`config.mk`:
```
export PLATFORM = sky130hd
export DESIGN_NAME = mem_ctrl
export DESIGN_NICKNAME = d
export VERILOG_FILES = /design/src/rtl/mem_ctrl_pkg.sv /design/src/rtl/mem_ctrl_arb.sv /design/src/rtl/mem_ctrl.sv
export SDC_FILE = /design/constraint.sdc
export NUM_CORES = 1
export LEC_CHECK = 0
export BUFFER_PORTS_ARGS = -buffer_cell sky130_fd_sc_hd__buf_2
export CAP_MARGIN = 15
export CORE_MARGIN = 2
export CORE_UTILIZATION = 55
export DETAILED_ROUTE_END_ITERATION = 16
export PLACE_DENSITY = 0.86
export SETUP_SLACK_MARGIN = 0.05
export SYNTH_ARGS = -nofsm -noshare
export SYNTH_HDL_FRONTEND = slang
export SYNTH_SLANG_ARGS = --single-unit
export TNS_END_PERCENT = 20
```
`constraint.sdc`:
```
create_clock -name clk_in -period 9.2 [get_ports clk_in]
set_input_delay 1.38 -clock clk_in [delete_from_list [all_inputs] [get_ports clk_in]]
set_output_delay 1.38 -clock clk_in [all_outputs]
set_load 0.05 [all_outputs]
```
`src/rtl/mem_ctrl_pkg.sv`:
```
// rtl/mem_ctrl_pkg.sv - shared types and constants for the memory controller
//
// Holds the controller state enum, the access width codes, the width to
// byte-count mapping and the default tag of the memory-mapped IO region.
package mem_ctrl_pkg;

    typedef enum logic [1:0] {
        ST_IDLE = 2'd0,
        ST_BUSY = 2'd1,
        ST_DONE = 2'd2
    } state_t;

    localparam logic [1:0] WIDTH_BYTE = 2'd0;
    localparam logic [1:0] WIDTH_HALF = 2'd1;
    localparam logic [1:0] WIDTH_WORD = 2'd2;

    // addr[17:16] value that marks the UART / IO window
    localparam logic [1:0] IO_ADDR_TAG_DEFAULT = 2'b11;

    // Width code 3 is not a legal access size; it is serviced as a word.
    function automatic logic [2:0] byte_count(input logic [1:0] width);
        case (width)
            WIDTH_BYTE: return 3'd1;
            WIDTH_HALF: return 3'd2;
            default:    return 3'd4;
        endcase
    endfunction

endpackage

```
`src/rtl/mem_ctrl_arb.sv`:
```
// rtl/mem_ctrl_arb.sv - two-way round-robin grant between fetch and load/store
//
// Ports:
//   clk_in, rst_in   clock, asynchronous active-high reset
//   if_req, lsb_req  pending requests
//   take             the controller accepted the offered grant this edge
//   grant_valid      at least one requester is pending
//   grant_lsb        1 = offer goes to load/store, 0 = to fetch
module mem_ctrl_arb (
    input  logic clk_in,
    input  logic rst_in,
    input  logic if_req,
    input  logic lsb_req,
    input  logic take,
    output logic grant_valid,
    output logic grant_lsb
);

    // Reset to "fetch was last" so load/store wins the first tie.
    logic last_lsb;

    always_ff @(posedge clk_in or posedge rst_in) begin
        if (rst_in) begin
            last_lsb <= 1'b0;
        end else if (take) begin
            last_lsb <= grant_lsb;
        end
    end

    always_comb begin
        grant_valid = if_req | lsb_req;
        grant_lsb   = lsb_req & (~if_req | ~last_lsb);
    end

endmodule

```
`src/rtl/mem_ctrl.sv`:
```
// rtl/mem_ctrl.sv - byte-serial RAM controller for instruction fetch and load/store
//
// Serialises word fetches and byte/half/word loads and stores onto an 8-bit
// RAM port, one byte per cycle, little-endian.
//
// Build option: MEM_CTRL_IO_STALL_EN - when defined, a store byte aimed at the
// IO window (addr[17:16] == IO_ADDR_TAG) waits while io_buffer_full is high.
//
// Ports:
//   clk_in, rst_in        clock, asynchronous active-high reset
//   rdy_in                global enable; low freezes all state, mem_wr forced 0
//   mem_din/mem_dout      RAM read / write byte
//   mem_a, mem_wr         RAM byte address and write strobe
//   io_buffer_full        UART output buffer full
//   if_req_*/if_reply_*   instruction fetch request and one-cycle reply
//   lsb_req_*/lsb_reply_* load/store request and one-cycle reply
//   flush_signal          pipeline flush; aborts reads, never stores
module mem_ctrl
    import mem_ctrl_pkg::*;
#(
    parameter logic [1:0] IO_ADDR_TAG = IO_ADDR_TAG_DEFAULT
) (
    input  logic        clk_in,
    input  logic        rst_in,
    input  logic        rdy_in,
    input  logic [7:0]  mem_din,
    output logic [7:0]  mem_dout,
    output logic [31:0] mem_a,
    output logic        mem_wr,
    input  logic        io_buffer_full,
    input  logic        if_req_en,
    input  logic [31:0] if_req_addr,
    output logic        if_reply_en,
    output logic [31:0] if_reply_data,
    input  logic        lsb_req_en,
    input  logic        lsb_req_type,
    input  logic [31:0] lsb_req_addr,
    input  logic [1:0]  lsb_req_width,
    input  logic [31:0] lsb_req_data,
    output logic        lsb_reply_en,
    output logic [31:0] lsb_reply_data,
    input  logic        flush_signal
);

`ifdef MEM_CTRL_IO_STALL_EN
    localparam bit IO_STALL_EN = 1'b1;
`else
    localparam bit IO_STALL_EN = 1'b0;
`endif

    state_t      state_q, state_d;
    logic [1:0]  cnt_q, cnt_d;
    // pend: the byte on mem_a has not been issued yet (frozen or IO-stalled)
    logic        pend_q, pend_d;
    logic        t_lsb_q, t_lsb_d;
    logic        t_write_q, t_write_d;
    logic [31:0] t_addr_q, t_addr_d;
    logic [31:0] t_data_q, t_data_d;
    logic [2:0]  t_n_q, t_n_d;
    logic [31:0] rdata_q, rdata_d;

    logic [31:0] mem_a_d;
    logic        mem_wr_d;
    logic [7:0]  mem_dout_d;
    logic        if_reply_en_d, lsb_reply_en_d;
    logic [31:0] if_reply_data_d, lsb_reply_data_d;

    logic        grant_valid, grant_lsb, grant_take;
    logic        issue_now, iss_write, io_blocked;
    logic [31:0] iss_addr;
    logic [7:0]  iss_byte;
    logic [31:0] rdata_n;
    logic [1:0]  next_k;

    mem_ctrl_arb u_arb (
        .clk_in      (clk_in),
        .rst_in      (rst_in),
        .if_req      (if_req_en),
        .lsb_req     (lsb_req_en),
        .take        (grant_take),
        .grant_valid (grant_valid),
        .grant_lsb   (grant_lsb)
    );

    always_ff @(posedge clk_in or posedge rst_in) begin
        if (rst_in) begin
            state_q        <= ST_IDLE;
            cnt_q          <= 2'd0;
            pend_q         <= 1'b0;
            t_lsb_q        <= 1'b0;
            t_write_q      <= 1'b0;
            t_addr_q       <= 32'd0;
            t_data_q       <= 32'd0;
            t_n_q          <= 3'd0;
            rdata_q        <= 32'd0;
            mem_a          <= 32'd0;
            mem_wr         <= 1'b0;
            mem_dout       <= 8'd0;
            if_reply_en    <= 1'b0;
            if_reply_data  <= 32'd0;
            lsb_reply_en   <= 1'b0;
            lsb_reply_data <= 32'd0;
        end else begin
            state_q        <= state_d;
            cnt_q          <= cnt_d;
            pend_q         <= pend_d;
            t_lsb_q        <= t_lsb_d;
            t_write_q      <= t_write_d;
            t_addr_q       <= t_addr_d;
            t_data_q       <= t_data_d;
            t_n_q          <= t_n_d;
            rdata_q        <= rdata_d;
            mem_a          <= mem_a_d;
            mem_wr         <= mem_wr_d;
            mem_dout       <= mem_dout_d;
            if_reply_en    <= if_reply_en_d;
            if_reply_data  <= if_reply_data_d;
            lsb_reply_en   <= lsb_reply_en_d;
            lsb_reply_data <= lsb_reply_data_d;
        end
    end

    always_comb begin
        state_d          = state_q;
        cnt_d            = cnt_q;
        pend_d           = pend_q;
        t_lsb_d          = t_lsb_q;
        t_write_d        = t_write_q;
        t_addr_d         = t_addr_q;
        t_data_d         = t_data_q;
        t_n_d            = t_n_q;
        rdata_d          = rdata_q;
        mem_a_d          = mem_a;
        mem_wr_d         = mem_wr;
        mem_dout_d       = mem_dout;
        if_reply_en_d    = if_reply_en;
        if_reply_data_d  = if_reply_data;
        lsb_reply_en_d   = lsb_reply_en;
        lsb_reply_data_d = lsb_reply_data;
        grant_take       = 1'b0;
        issue_now        = 1'b0;
        iss_addr         = 32'd0;
        iss_write        = 1'b0;
        iss_byte         = 8'd0;
        io_blocked       = 1'b0;
        rdata_n          = rdata_q;
        next_k           = cnt_q + 2'd1;

        if (!rdy_in) begin
            // Frozen: nothing advances. The byte on the bus is treated as
            // not issued so it is presented again once rdy_in returns.
            mem_wr_d = 1'b0;
            if (state_q == ST_BUSY) begin
                pend_d = 1'b1;
            end
        end else begin
            if_reply_en_d  = 1'b0;
            lsb_reply_en_d = 1'b0;
            case (state_q)
                ST_IDLE, ST_DONE: begin
                    // The edge leaving DONE doubles as a grant edge.
                    state_d    = ST_IDLE;
                    mem_a_d    = 32'd0;
                    mem_wr_d   = 1'b0;
                    mem_dout_d = 8'd0;
                    pend_d     = 1'b0;
                    if (grant_valid && !flush_signal) begin
                        grant_take = 1'b1;
                        state_d    = ST_BUSY;
                        cnt_d      = 2'd0;
                        rdata_d    = 32'd0;
                        t_lsb_d    = grant_lsb;
                        t_write_d  = grant_lsb & lsb_req_type;
                        t_addr_d   = grant_lsb ? lsb_req_addr : if_req_addr;
                        t_data_d   = grant_lsb ? lsb_req_data : 32'd0;
                        t_n_d      = grant_lsb ? byte_count(lsb_req_width) : 3'd4;
                        issue_now  = 1'b1;
                        iss_addr   = grant_lsb ? lsb_req_addr : if_req_addr;
                        iss_write  = grant_lsb & lsb_req_type;
                        iss_byte   = lsb_req_data[7:0];
                    end
                end
                ST_BUSY: begin
                    if (flush_signal && !t_write_q) begin
                        state_d    = ST_IDLE;
                        cnt_d      = 2'd0;
                        pend_d     = 1'b0;
                        mem_a_d    = 32'd0;
                        mem_wr_d   = 1'b0;
                        mem_dout_d = 8'd0;
                    end else if (pend_q) begin
                        // Retry the current byte; no read data is valid yet.
                        issue_now = 1'b1;
                        iss_addr  = mem_a;
                        iss_write = t_write_q;
                        iss_byte  = mem_dout;
                    end else begin
                        if (!t_write_q) begin
                            rdata_n[{cnt_q, 3'b000} +: 8] = mem_din;
                        end
                        rdata_d = rdata_n;
                        if ({1'b0, cnt_q} == t_n_q - 3'd1) begin
                            state_d    = ST_DONE;
                            mem_a_d    = 32'd0;
                            mem_wr_d   = 1'b0;
                            mem_dout_d = 8'd0;
                            if (t_lsb_q) begin
                                lsb_reply_en_d   = 1'b1;
                                lsb_reply_data_d = t_write_q ? 32'd0 : rdata_n;
                            end else begin
                                if_reply_en_d    = 1'b1;
                                if_reply_data_d  = rdata_n;
                            end
                        end else begin
                            cnt_d     = next_k;
                            issue_now = 1'b1;
                            iss_addr  = t_addr_q + {30'd0, next_k};
                            iss_write = t_write_q;
                            iss_byte  = t_data_q[{next_k, 3'b000} +: 8];
                        end
                    end
                end
                default: begin
                    state_d = ST_IDLE;
                end
            endcase

            if (issue_now) begin
                io_blocked = IO_STALL_EN && iss_write && io_buffer_full &&
                             (iss_addr[17:16] == IO_ADDR_TAG);
                mem_a_d    = iss_addr;
                mem_dout_d = iss_write ? iss_byte : 8'd0;
                if (io_blocked) begin
                    mem_wr_d = 1'b0;
                    pend_d   = 1'b1;
                end else begin
                    mem_wr_d = iss_write;
                    pend_d   = 1'b0;
                end
            end
        end
    end

endmodule
```
==> Word level (Yosys, flattened, before mapping) <==
Index checks and enable logic that the tools add are counted.
{ "classes": {"multipliers": 0, "eq_ne": 17, "n_reduce_logical": 20, "bitwise": 9, "n_lt_le_gt_ge": 0, "n_shift": 3, "div_mod_pow": 0, "add_sub_neg": 4, "n_mux": 77} }
{ "op_table": {"columns": ["operator", "count"], "rows": [
  ["32-bit 2-to-1 mux", 15],
  ["32-bit case mux with 2 select lines", 3],
  ["8-bit 2-to-1 mux", 9],
  ["32-bit by 2-bit adder with 32-bit output", 1],
  ["32-bit bitwise mux", 1],
  ["1-bit 2-to-1 mux", 32],
  ["8-bit case mux with 2 select lines", 2],
  ["8-bit by 7-bit variable shift with 32-bit output (first input constant)", 1],
  ["32-bit by 6-bit indexed part select with 8-bit output", 1],
  ["8-bit by 7-bit indexed part select with 32-bit output", 1],
  ["5-bit AND reduction", 3],
  ["2-bit 2-to-1 mux", 7],
  ["3-bit AND reduction", 4],
  ["6-bit AND reduction", 2],
  ["4-bit by 1-bit inequality test with 1-bit output (second input constant)", 2],
  ["4-bit by 2-bit inequality test with 1-bit output (second input constant)", 2],
  ["1-bit case mux with 2 select lines", 4],
  ["2-bit case mux with 2 select lines", 2],
  ["5-bit negator with 7-bit output", 1],
  ["2-bit inequality test (second input constant)", 3],
  ["3-bit case mux with 2 select lines", 1],
  ["5-bit by 2-bit inequality test with 1-bit output (second input constant)", 1],
  ["5-bit by 3-bit inequality test with 1-bit output (second input constant)", 1],
  ["1-bit NOT", 5],
  ["other kinds (19)", 26]
]} }
{ "totals": {"ram_bits": 0, "elab_cells": 147, "reg_bits": 214, "latchBits": 0, "rom_bits": 0, "mem_count": 0} }

==> Longest topological paths before layout <==
Gate-level depths: netlist (run 1).
{ "logic_depth": {"depth_word": 9, "ltp_mapped": 12, "mapped_depth_nobuf": 9} }

==> Hierarchy <==
Synthesis (run 1) repeated with hierarchy kept, for this count alone.
{ "hier_totals": {"cells_unflattened": 1134, "hier_area_um2": 10722.8} }
{ "modules_own_cells": {"columns": ["module", "cells_per_inst", "area_each_um2", "instances", "seq_area_each_um2"], "rows": [
  ["mem_ctrl", 1129, 10661.5, 1, 5330.1],
  ["mem_ctrl_arb", 5, 61.3, 1, 25.0]
]} }

==> Least setup slack after synthesis (run 1) <==
OpenSTA, ideal clock, no wires.
{ "synth_path": {"path_type": "register to register", "startpoint": "register cnt_q[0]", "endpoint": "register mem_a[22]", "path_slack_ns": 6.124, "required_ns": 9.074, "period_less_slack_ns": 3.076, "t_arrival_ns": 2.950, "path_stages_with_launch": 13, "setup_ns": 0.126, "cell_sequence": "dfrtp_1 buf_4 buf_2 inv_1 ha_1 inv_1 fa_1 nor2b_1 and3_1 clkbuf_1 nand4_1 xnor2_1 a221o_1"} }
{ "synth_via": {"elab_chain_cells": 8, "word_cells_on_any_way": 16, "cone_classes": "2 x add/sub; 2 x eq/ne; 10 x mux; 2 x reduce/logical"} }
{ "synth_lines": {"columns": ["element", "line_no", "text"], "rows": [
  ["from (decl)", "mem_ctrl.sv:52", "logic [1:0] cnt_q, cnt_d;"],
  ["from (signal assigned)", "mem_ctrl.sv:105", "cnt_q <= cnt_d;"],
  ["branches (longest 8 deep; another with 32-bit by 2-bit adder with 32-bit output)", null, null],
  ["to (signal assigned)", "mem_ctrl.sv:113", "mem_a <= mem_a_d;"],
  ["to (decl)", "mem_ctrl.sv:28", "output logic [31:0] mem_a,"]
]} }
Several ways; the timed one is not identified. The select of a mux whose other input is x is not followed.
A chain may end at the register's enable or synchronous reset.

==> Final worst setup path (run 1) <==
{ "layout_path": {"startpoint": "register cnt_q[0]", "endpoint": "register mem_a[20]"} }
The elaborated chain is that of the path after synthesis.

==> reports/metrics.csv, run 1 <==
stage;metric;value;unit
clock_network;post-cts-setup-buffers;0;
floorplan;start_util;0.557;
final_layout;syn_to_final_growth;18.9;%
floorplan;core-area;18600;sq um
setup_path;reg2reg_slack;4.75;ns
setup_path;critPathLaunch;cnt_q[0]$_DFFE_PP0P_;
worst_hold_path;hold_start;lsb_reply_data[22]$_DFFE_PP0P_;
sta;finalSetupViolations;0;
clock_network;cts_buffers;23;
setup_path;r2r-start;cnt_q[0]$_DFFE_PP0P_;
floorplan;die_area;20000;sq um
pwr;p_int;0.00193;W
synth;synth_edf_count;0;
pwr;p_seq_frac;0.399;
floorplan;die_h;141;um
floorplan;rows;50;
pwr;ir_drop;0.138;mV
synth;synth_nets;1225;
setup_path;crit_end;mem_a[20]$_DFFE_PP0P_;
synth;seq_area_frac_synth;0.515;
floorplan;io_pins;221;
clock_network;clk_latency;0.51;ns
setup_path;crit_arrival;4.83;ns
setup_path;crit_slowest_cell;ha_1;
place;io_buffer_count;219;
clock_network;cts_buffer_depth;3;
grt;grt_pass1_vias;8507;
setup_path;cp-end-kind;register;
pwr;power.density;240;nW/um^2
setup_path;path_buf_inv;2;
synth;yosys_register_bits;214;
setup_path;critical_path.max_fanout;18;
sta;tightest_slew;1.13;ns
drt;vias_per_cell;5.88;
drt;ant_nets;0;
synth;syn-cell-area;10400;sq um
grt;grt_usage;0.267;
drt;drc;0;
sta;finalWorstPathRequiredPeriod;4.45;ns
final_layout;final_cells;1529;
sta;timing.final.crit_share;0.484;
pwr;fin_total_pwr;0.00296;W
pwr;p_switching;0.00103;W
setup_path;max_stage_delay;0.88;ns
status;status;complete, no violations;
sta;setup_tns;0;ns
clock_network;tritoncts;built;
pwr;switching_share;0.346;
pwr;p_leak;5.99;nW
drt;drtPass1Iterations;5;
sta;max_slew_margin;0.243;
drt;vias;8992;
synth;post_synth_num_cell_types;50;
clock_network;cts_resized;0;
drt;routedWlPerCell;17.4;um
clock_network;h-tree-depth;1;
grt;antenna_found_initial;4;
synth;yosys_warnings;0;
pwr;power.clock.fraction;0.339;
sta;grt_setup_unrepaired;no;
setup_path;crit_chain;inv_1, ha_1, inv_1, fa_1, nor2b_1, and3_1, nand3_1, xnor2_1, a221o_1;
setup_path;worst-path-stages;9;
clock_network;clock_sinks;214;
setup_path;crit_family;adder cells;
setup_path;path_class;reg -> reg;
final_layout;fin_area;12400;sq um
setup_path;rr_worst_depth;9;
synth;syn_inst;1102;
clock_network;cts_root_buf;clkbuf_16;
sta;fmax;0.225;GHz
worst_hold_path;min_path_type;reg -> reg;
drt;finalWirelength;26600;um
job;max-cap-violations;0;
drt;drtIter0Drc;931;
pwr;combPwrFrac;0.262;
final_layout;fin_nets;1397;
grt;grt.overflow.total;0;
clock_network;cts_hold_buf;0;
setup_path;cp.required;9.58;ns
synth;synth-main-ff-cell;dfrtp_1;
clock_network;path_clk_slew;0.06;ns
final_layout;layout-drive-gt1-share;0.235;
grt;grt_max_degree;155;
floorplan;die_w;141;um
setup_path;cp-start-kind;register;
sta;hold_viol_final;0;
sta;finClkSkew;0.0199;ns
place;placed_cells;1482;
setup_path;r2r-end;mem_a[20]$_DFFE_PP0P_;
setup_path;cp_common_cell;inv_1;
place;place.gp.congestion;0.820;
synth;syn_area_per_cell;9.43;sq um
sta;slew_violations;0;
synth;synthArstFlopShare;1.00;
grt;grt_pass1_wl;43500;um
place;hpwl;17600;um
place;place_area;11500;sq um
cells by family after synthesis:
family / count (synthesis) / synth area share
multiplexers: 17 / 0.0260
adder cells (fa/ha/maj): 9 / 0.0116
AO/OA/AOI/OAI: 331 / 0.213
XOR/XNOR: 31 / 0.0261
buffers and inverters: 100 / 0.0418
flip-flops: 214 / 0.515
AND/OR/NAND/NOR: 400 / 0.166
Yosys cell counts, types with 17 or more instances:
cell	count	share of area
a21o_1	24	0.017
a21oi_1	90	0.043
a221o_1	23	0.022
a22o_1	25	0.021
clkbuf_1	56	0.020
dfrtp_1	214	0.52
inv_1	19	0.0069
nand2_1	247	0.089
nand3_1	25	0.012
nor2_1	68	0.025
o21ai_0	100	0.048
o31ai_2	17	0.020
xnor2_1	29	0.024
cells in the final DEF (no fill, tap or decap), types with 5 or more instances in the layout:
cell	synthesis	layout
nor2b_1	12	12
nand2b_1	5	5
clkbuf_8	0	6
nand2_1	247	247
a22oi_1	8	8
clkbuf_16	0	23
a21oi_1	90	90
o31ai_2	17	17
buf_4	1	9
xnor2_1	29	29
clkinv_2	0	5
a221o_1	23	23
nor2_1	68	67
mux2i_1	9	9
a32o_1	16	16
and3_1	5	5
a22o_1	25	25
o21ai_0	100	100
nand3_1	25	25
nand4_1	15	15
dfrtp_1	214	214
mux4_2	8	8
o31ai_1	15	15
o22ai_1	5	5
ha_1	8	8
buf_2	14	219
inv_1	19	18
a21o_1	24	24
worst min-delay path by stage:
stage	depth (start not counted)	endpoint
4_1_cts	2	lsb_reply_data[22]$_DFFE_PP0P_
2_1_floorplan	2	t_data_q[0]$_DFFE_PP0P_
5_1_grt	2	if_reply_data[31]$_DFFE_PP0P_
3_3_place_gp	2	t_data_q[6]$_DFFE_PP0P_
6_report	2	lsb_reply_data[22]$_DFFE_PP0P_
3_5_place_dp	2	lsb_reply_data[22]$_DFFE_PP0P_
state kept, by name, indices dropped and copies added, names as in the netlist:
| register | flops |
|---|---|
| cnt_q | 2 |
| if_reply_data | 32 |
| if_reply_en | 1 |
| lsb_reply_data | 32 |
| lsb_reply_en | 1 |
| mem_a | 32 |
| mem_dout | 8 |
| mem_wr | 1 |
| pend_q | 1 |
| rdata_q | 32 |
| state_q | 2 |
| t_addr_q | 32 |
| t_data_q | 32 |
| t_lsb_q | 1 |
| t_n_q | 3 |
| t_write_q | 1 |
| u_arb.last_lsb | 1 |
worst min-delay path: cells and delay by family (launching register included):
| kind | cells | cell delay [ns] |
|---|---|---|
| flip-flops | 1 | 0.33 |
| AND/OR/NAND/NOR | 1 | 0.05 |
| AO/OA/AOI/OAI | 1 | 0.05 |
area by class of cell:
class | instances | area (sq um)
fill | 1467 | 6290
sequential | 214 | 5360
multi-input combinational | 788 | 4620
timing repair buffer | 228 | 1160
clock buffer | 30 | 662
tap | 234 | 293
clock inverter | 12 | 170
inverter | 19 | 78.8
antenna | 4 | 10.0
layer usage:
metal / wire length, um / vias up / GRT usage
li1: - / 4226 / -
met1: 11300 / 4309 / 0.377
met2: 12600 / 398 / 0.432
met3: 2050 / 57 / 0.0489
met4: 597 / 2 / 0.0700
met5: 13 / - / 0
through the flow:
step,hold slack (ns),setup WS (ns),utilization
after detailed placement,0.463,4.75,0.617
after global placement,0.456,4.78,0.617
after floorplan,0.445,1.97,-
after CTS,0.476,4.70,0.662
final,0.470,4.75,0.663
after global routing,0.497,4.39,0.662
power groups by stage:
stage	clock (W)	combinational [W]	sequential, W
2_1_floorplan	0	0.000481	0.00128
3_3_place_gp	0	0.000746	0.00119
3_5_place_dp	0	0.000767	0.00119
4_1_cts	0.00102	0.000775	0.00118
5_1_grt	0.00105	0.000856	0.00120
6_report	0.00100	0.000776	0.00118
No activity file was read; power rests on OpenSTA's default activity.
==> inputs of run 2 (changes only) <==
==> constraint.sdc (replaced) <==
create_clock -name clk_in -period 4.3 [get_ports clk_in]
set_input_delay 0.645 -clock clk_in [delete_from_list [all_inputs] [get_ports clk_in]]
set_output_delay 0.645 -clock clk_in [all_outputs]
set_load 0.05 [all_outputs]
==> run 2 against run 1 <==
Count of clock-buffer cells in the layout grew 3. Setup slack lost 3.5 ns. Via count grew 0.49%. Largest power group unchanged.
==> reports/metrics.csv, run 2 (same netlist as run 1, synthesis figures left out) <==
stage;metric;value;unit;change
pwr;ir_drop;0.275;mV;was 0.138 mV
setup_path;cp-end-kind;register;;unchanged
sta;grt_setup_unrepaired;no;;unchanged
grt;grt_max_degree;112;;was 155
clock_network;clock_sinks;214;;unchanged
setup_path;crit_chain;inv_1, ha_1, inv_1, fa_1, nor2b_1, and3_1, nand4_1, xnor2_1, a221o_1;;was inv_1, ha_1, inv_1, fa_1, nor2b_1, and3_1, nand3_1, xnor2_1, a221o_1
drt;drc;0;;unchanged
clock_network;cts_resized;0;;unchanged
clock_network;cts_hold_buf;0;;unchanged
setup_path;cp-start-kind;register;;unchanged
drt;routedWlPerCell;17.3;um;was 17.4 um
setup_path;rr_worst_depth;9;;unchanged
grt;grt_pass1_vias;8582;;was 8507
sta;finalHoldWorstSlack;0.185;ns;was 0.470 ns
place;hpwl;18000;um;was 17600 um
floorplan;die_area;20000;sq um;unchanged
clock_network;post-cts-setup-buffers;0;;unchanged
place;place.gp.congestion;0.839;;was 0.820
setup_path;crit_slowest_cell;and3_1;;was ha_1
status;status;complete, no violations;;unchanged
sta;max_slew_margin;0.238;;was 0.243
grt;grt.overflow.total;0;;unchanged
grt;antenna_found_initial;4;;unchanged
sta;timing.final.crit_share;0.699;;was 0.484
pwr;power.density;495;nW/um^2;was 240 nW/um^2
setup_path;crit_arrival;3.38;ns;was 4.83 ns
floorplan;io_pins;221;;unchanged
grt;grt_pass1_wl;43500;um;about the same
sta;finalWorstPathRequiredPeriod;3.01;ns;was 4.45 ns
floorplan;core-area;18600;sq um;unchanged
worst_hold_path;min_path_type;in -> async;;was reg -> reg
clock_network;h-tree-depth;1;;unchanged
final_layout;final_common_cell;nand2_1;;unchanged
setup_path;cp.required;4.68;ns;was 9.58 ns
drt;finalWirelength;26500;um;was 26600 um
clock_network;path_clk_slew;0.07;ns;was 0.06 ns
sta;tightest_slew;1.13;ns;about the same
setup_path;max_stage_delay;0.55;ns;was 0.88 ns
floorplan;rows;50;;unchanged
final_layout;fin_nets;1402;;was 1397
setup_path;cp_common_cell;inv_1;;unchanged
final_layout;layout-drive-gt1-share;0.234;;was 0.235
setup_path;path_buf_inv;2;;unchanged
clock_network;cts_buffer_depth;3;;unchanged
final_layout;final_cells;1531;;was 1529
setup_path;crit_family;simple AND/OR/NAND/NOR gates;;was adder cells
sta;finClkSkew;0.0131;ns;was 0.0199 ns
place;placed_cells;1488;;was 1482
sta;fmax;0.333;GHz;was 0.225 GHz
sta;setup_tns;0;ns;unchanged
drt;drtIter0Drc;612;;was 931
sta;hold_viol_final;0;;unchanged
sta;finalSetupViolations;0;;unchanged
final_layout;fin_util;0.661;;was 0.663
job;max-cap-violations;0;;unchanged
clock_network;tritoncts;built;;unchanged
drt;drtPass1Iterations;5;;unchanged
floorplan;die_w;141;um;unchanged
drt;vias_per_cell;5.90;;was 5.88
place;io_buffer_count;219;;unchanged
setup_path;critical_path.max_fanout;12;;was 18
setup_path;path_class;reg -> reg;;unchanged
clock_network;cts_buffers;22;;was 23
grt;grt_usage;0.266;;was 0.267
drt;ant_nets;0;;unchanged
drt;vias;9036;;was 8992
clock_network;clk_latency;0.50;ns;was 0.51 ns
setup_path;worst-path-stages;9;;unchanged
floorplan;start_util;0.557;;unchanged
floorplan;die_h;141;um;unchanged
final_layout;syn_to_final_growth;18.5;%;was 18.9%
final_layout;layout_common_cells;nand2_1, buf_2, dfrtp_1;;unchanged
pwr;p_leak;5.97;nW;was 5.99 nW
sta;slew_violations;0;;unchanged
clock_network;cts_root_buf;clkbuf_16;;unchanged
run 2: cell types whose count changed in the layout (fill, tap and decap cells not counted), moves of 2 or more:
cell	change
buf_12	+2
buf_4	+4
bufinv_16	-3
clkbuf_1	+3
clkinv_2	-2
inv_6	-2
run 2: path summary, 6_finish.rpt:
check / startpoint / endpoint / slack [ns]
min in group clk_in: lsb_req_width[0] / t_n_q[0]$_DFFE_PP0P_ / 0.33
setup reg to reg: cnt_q[1]$_DFFE_PP0P_ / mem_a[22]$_DFFE_PP0P_ / 1.29
hold / removal: rst_in / if_reply_data[24]$_DFFE_PP0P_ / 0.18
hold reg to reg: if_reply_data[10]$_DFFE_PP0P_ / if_reply_data[10]$_DFFE_PP0P_ / 0.47
setup / recovery: cnt_q[1]$_DFFE_PP0P_ / mem_a[22]$_DFFE_PP0P_ / 1.29
max in group asynchronous: rst_in / t_addr_q[8]$_DFFE_PP0P_ / 3.13
run 2: worst reg2reg max path, stage by stage (launching register included):
cell     delay [ns]
dfrtp_1        0.44
inv_1          0.11
ha_1           0.31
inv_1          0.11
fa_1           0.43
nor2b_1        0.25
and3_1         0.55
nand4_1        0.20
xnor2_1        0.17
a221o_1        0.32
run 2: area by class of cell:
| type | instances | area (sq um) |
|---|---|---|
| inverters | 19 | 75.1 |
| fillers | 1462 | 6330 |
| clock inverters | 5 | 52.6 |
| repair buffers | 234 | 1230 |
| clock buffers | 33 | 673 |
| well taps | 234 | 293 |
| multi-input cells | 788 | 4620 |
| flip-flops and latches | 214 | 5360 |
| diodes | 4 | 10.0 |
run 2: stage by stage:
| stage | total power, W | setup WS, ns | instance area (sq um) |
|---|---|---|---|
| global route | 0.00643 | 1.05 | 12300 |
| CTS | 0.00613 | 1.29 | 12300 |
| global placement | 0.00415 | 1.39 | 11600 |
| finish | 0.00610 | 1.29 | 12300 |
| detailed placement | 0.00422 | 1.32 | 11600 |
| floorplan | 0.00378 | 0.871 | 10400 |
run 2: where the power goes:
group	leakage [nW]	switching [W]	internal [W]	total, W
combinational	2.73	0.00114	0.000554	0.00170
clock	0.357	0.000760	0.00114	0.00190
sequential	2.89	0.000231	0.00227	0.00250
total	5.97	0.00213	0.00396	0.00610
run 2: per-layer routing:
metal  wire [um]  track usage
met5           0            0
met4         593       0.0779
met3        1950       0.0439
met2       12800        0.432
met1       11200        0.372
==> inputs of run 3 (changes only) <==
--- a/config.mk
+++ b/config.mk
@@ -8,9 +8,9 @@
 export BUFFER_PORTS_ARGS = -buffer_cell sky130_fd_sc_hd__buf_2
 export CAP_MARGIN = 15
 export CORE_MARGIN = 2
-export CORE_UTILIZATION = 55
+export CORE_UTILIZATION = 50
 export DETAILED_ROUTE_END_ITERATION = 16
-export PLACE_DENSITY = 0.86
+export PLACE_DENSITY = 0.83
 export SETUP_SLACK_MARGIN = 0.05
 export SYNTH_ARGS = -nofsm -noshare
 export SYNTH_HDL_FRONTEND = slang
==> constraint.sdc (replaced) <==
create_clock -name clk_in -period 2.7 [get_ports clk_in]
set_input_delay 0.405 -clock clk_in [delete_from_list [all_inputs] [get_ports clk_in]]
set_output_delay 0.405 -clock clk_in [all_outputs]
set_load 0.05 [all_outputs]
==> run 3 against run 2 <==
Sequential power up 59%. Register-to-register slack got worse by 1.1 ns. Worst hold slack worse by 0.13 ns. Via count down 1.5%. Utilization is 4.5 points lower. Highest routed layer is now met5. Routed wire length is 1.4% higher. Sequential cell count unchanged.
==> reports/metrics.csv, run 3 (same netlist as run 1, synthesis figures left out) <==
stage;metric;value;unit;change
status;status;complete, no violations;;unchanged
pwr;switching_share;0.353;;was 0.350
grt;grt_pass1_wl;43400;um;was 43500 um
setup_path;crit_arrival;2.88;ns;was 3.38 ns
clock_network;tritoncts;built;;unchanged
place;pre_cts_ws;0.0176;ns;was 1.32 ns
drt;ant_nets;0;;unchanged
drt;finalWirelength;26900;um;was 26500 um
sta;finClkSkew;0.0139;ns;was 0.0131 ns
final_layout;layout_common_cells;nand2_1, buf_2, dfrtp_1;;unchanged
final_layout;multiInputGateArea;4640;sq um;was 4620 sq um
drt;drtIter0Drc;574;;was 612
final_layout;syn_to_final_growth;20.3;%;was 18.5%
clock_network;clk_latency;0.51;ns;was 0.50 ns
setup_path;cp.required;3.08;ns;was 4.68 ns
setup_path;cp-end-kind;register;;unchanged
grt;grt_usage;0.242;;was 0.266
drt;drtPass1Iterations;5;;unchanged
floorplan;die_area;22000;sq um;was 20000 sq um
sta;timing.final.crit_share;0.927;;was 0.699
sta;finalWorstPathRequiredPeriod;2.50;ns;was 3.01 ns
drt;vias;8901;;was 9036
place;placed_cells;1541;;was 1488
drt;routedWlPerCell;17.0;um;was 17.3 um
place;place.gp.congestion;0.891;;was 0.839
pwr;p_switching;0.00346;W;was 0.00213 W
clock_network;h-tree-depth;1;;unchanged
grt;grt_max_degree;87;;was 112
grt;antenna_found_initial;4;;unchanged
floorplan;die_h;148;um;was 141 um
setup_path;r2r-start;cnt_q[1]$_DFFE_PP0P_;;unchanged
sta;finalSetupViolations;0;;unchanged
floorplan;io_pins;221;;unchanged
place;hpwl;18300;um;was 18000 um
setup_path;critical_path.max_fanout;13;;was 12
sta;grt_setup_unrepaired;yes;;was no
sta;fmax;0.399;GHz;was 0.333 GHz
pwr;combPwrFrac;0.287;;was 0.278
pwr;ir_drop;0.503;mV;was 0.275 mV
final_layout;final_cells;1582;;was 1531
clock_network;post-cts-setup-buffers;0;;unchanged
job;max-cap-violations;0;;unchanged
setup_path;cp-start-kind;register;;unchanged
drt;vias_per_cell;5.63;;was 5.90
sta;max_slew_margin;0.333;;was 0.238
final_layout;fin_util;0.616;;was 0.661
sta;slew_violations;0;;unchanged
setup_path;critPathLaunch;cnt_q[1]$_DFFE_PP0P_;;unchanged
final_layout;regArea;5360;sq um;unchanged
drt;drc;0;;unchanged
floorplan;rows;52;;was 50
pwr;power.clock.fraction;0.307;;was 0.311
pwr;fin_total_pwr;0.00981;W;was 0.00610 W
pwr;p_int;0.00635;W;was 0.00396 W
worst_hold_path;min_path_type;in -> async;;unchanged
clock_network;cts_buffers;23;;was 22
final_layout;fin_nets;1419;;was 1402
pwr;p_leak;6.05;nW;was 5.97 nW
final_layout;layout-drive-gt1-share;0.246;;was 0.234
clock_network;cts_buffer_depth;3;;unchanged
sta;hold_viol_final;0;;unchanged
clock_network;path_clk_slew;0.06;ns;was 0.07 ns
setup_path;path_class;reg -> reg;;unchanged
grt;grt.overflow.total;0;;unchanged
sta;tightest_slew;0.993;ns;was 1.13 ns
sta;worst_slack;0.196;ns;was 1.29 ns
floorplan;start_util;0.512;;was 0.557
pwr;p_seq_frac;0.406;;was 0.411
clock_network;cts_hold_buf;0;;unchanged
sta;setup_tns;0;ns;unchanged
clock_network;clock_sinks;214;;unchanged
final_layout;fillerInstances;1723;;was 1462
pwr;power.density;784;nW/um^2;was 495 nW/um^2
place;io_buffer_count;219;;unchanged
floorplan;die_w;148;um;was 141 um
floorplan;core-area;20300;sq um;was 18600 sq um
grt;grt_pass1_vias;8534;;was 8582
final_layout;final_common_cell;nand2_1;;unchanged
clock_network;cts_root_buf;clkbuf_16;;unchanged
clock_network;cts_resized;1;;was 0
[run 3: cell count changes in the layout (fill, tap and decap cells not counted), sizes merged]
cell / previous run / this run
buf: 234 / 250
inv: 18 / 19
clkinv: 3 / 4
diode: 4 / 1
[run 3: critical path, stage by stage (launching register included)]
cell and delay, ns:
dfrtp_1 0.38, inv_1 0.13, ha_4 0.24, ha_1 0.27, a21o_1 0.12, and4_1 0.54, nand4_1 0.20, xnor2_1 0.17
a221o_1 0.33
[run 3: worst paths after layout]
kind | end | slack [ns] | cells after the start
min in group clk_in | t_n_q[0]$_DFFE_PP0P_ | 0.09 | 2
worst max register to register | mem_a[13]$_DFFE_PP0P_ | 0.20 | 8
worst max-delay path | mem_a[13]$_DFFE_PP0P_ | 0.20 | 8
worst min-delay path | if_reply_data[28]$_DFFE_PP0P_ | 0.05 | 3
max in group asynchronous | mem_a[7]$_DFFE_PP0P_ | 2.18 | 3
worst min register to register | lsb_reply_data[26]$_DFFE_PP0P_ | 0.47 | 2
[run 3: stage by stage]
step / area (sq um) / hold slack (ns)
after floorplan: 10400 / 0.445
after global placement: 11800 / 0.456
after detailed placement: 11800 / 0.462
after CTS: 12500 / 0.0715
after global routing: 12500 / 0.0882
final: 12500 / 0.0502
[run 3: layout make-up]
class,instances,area share
clock inverter,7,0.00560
antenna,1,0.000200
sequential,214,0.428
clock buffer,33,0.0514
tap,270,0.0270
multi-input combinational,788,0.371
timing repair buffer,250,0.110
inverter,19,0.00600
[run 3: metal layers]
| metal | vias up | global-route usage | wire (um) |
|---|---|---|---|
| li1 | 4265 | - | - |
| met1 | 4240 | 0.326 | 11600 |
| met2 | 337 | 0.403 | 12600 |
| met3 | 55 | 0.0479 | 2070 |
| met4 | 4 | 0.0676 | 639 |
| met5 | - | 0 | 27 |
[run 3: power groups by stage]
stage | Clock (W) | Sequential (W) | Combinational, W
CTS | 0.00307 | 0.00397 | 0.00280
detailed placement | 0 | 0.00402 | 0.00279
global placement | 0 | 0.00400 | 0.00270
finish | 0.00301 | 0.00398 | 0.00282
global route | 0.00320 | 0.00403 | 0.00309
floorplan | 0 | 0.00438 | 0.00164
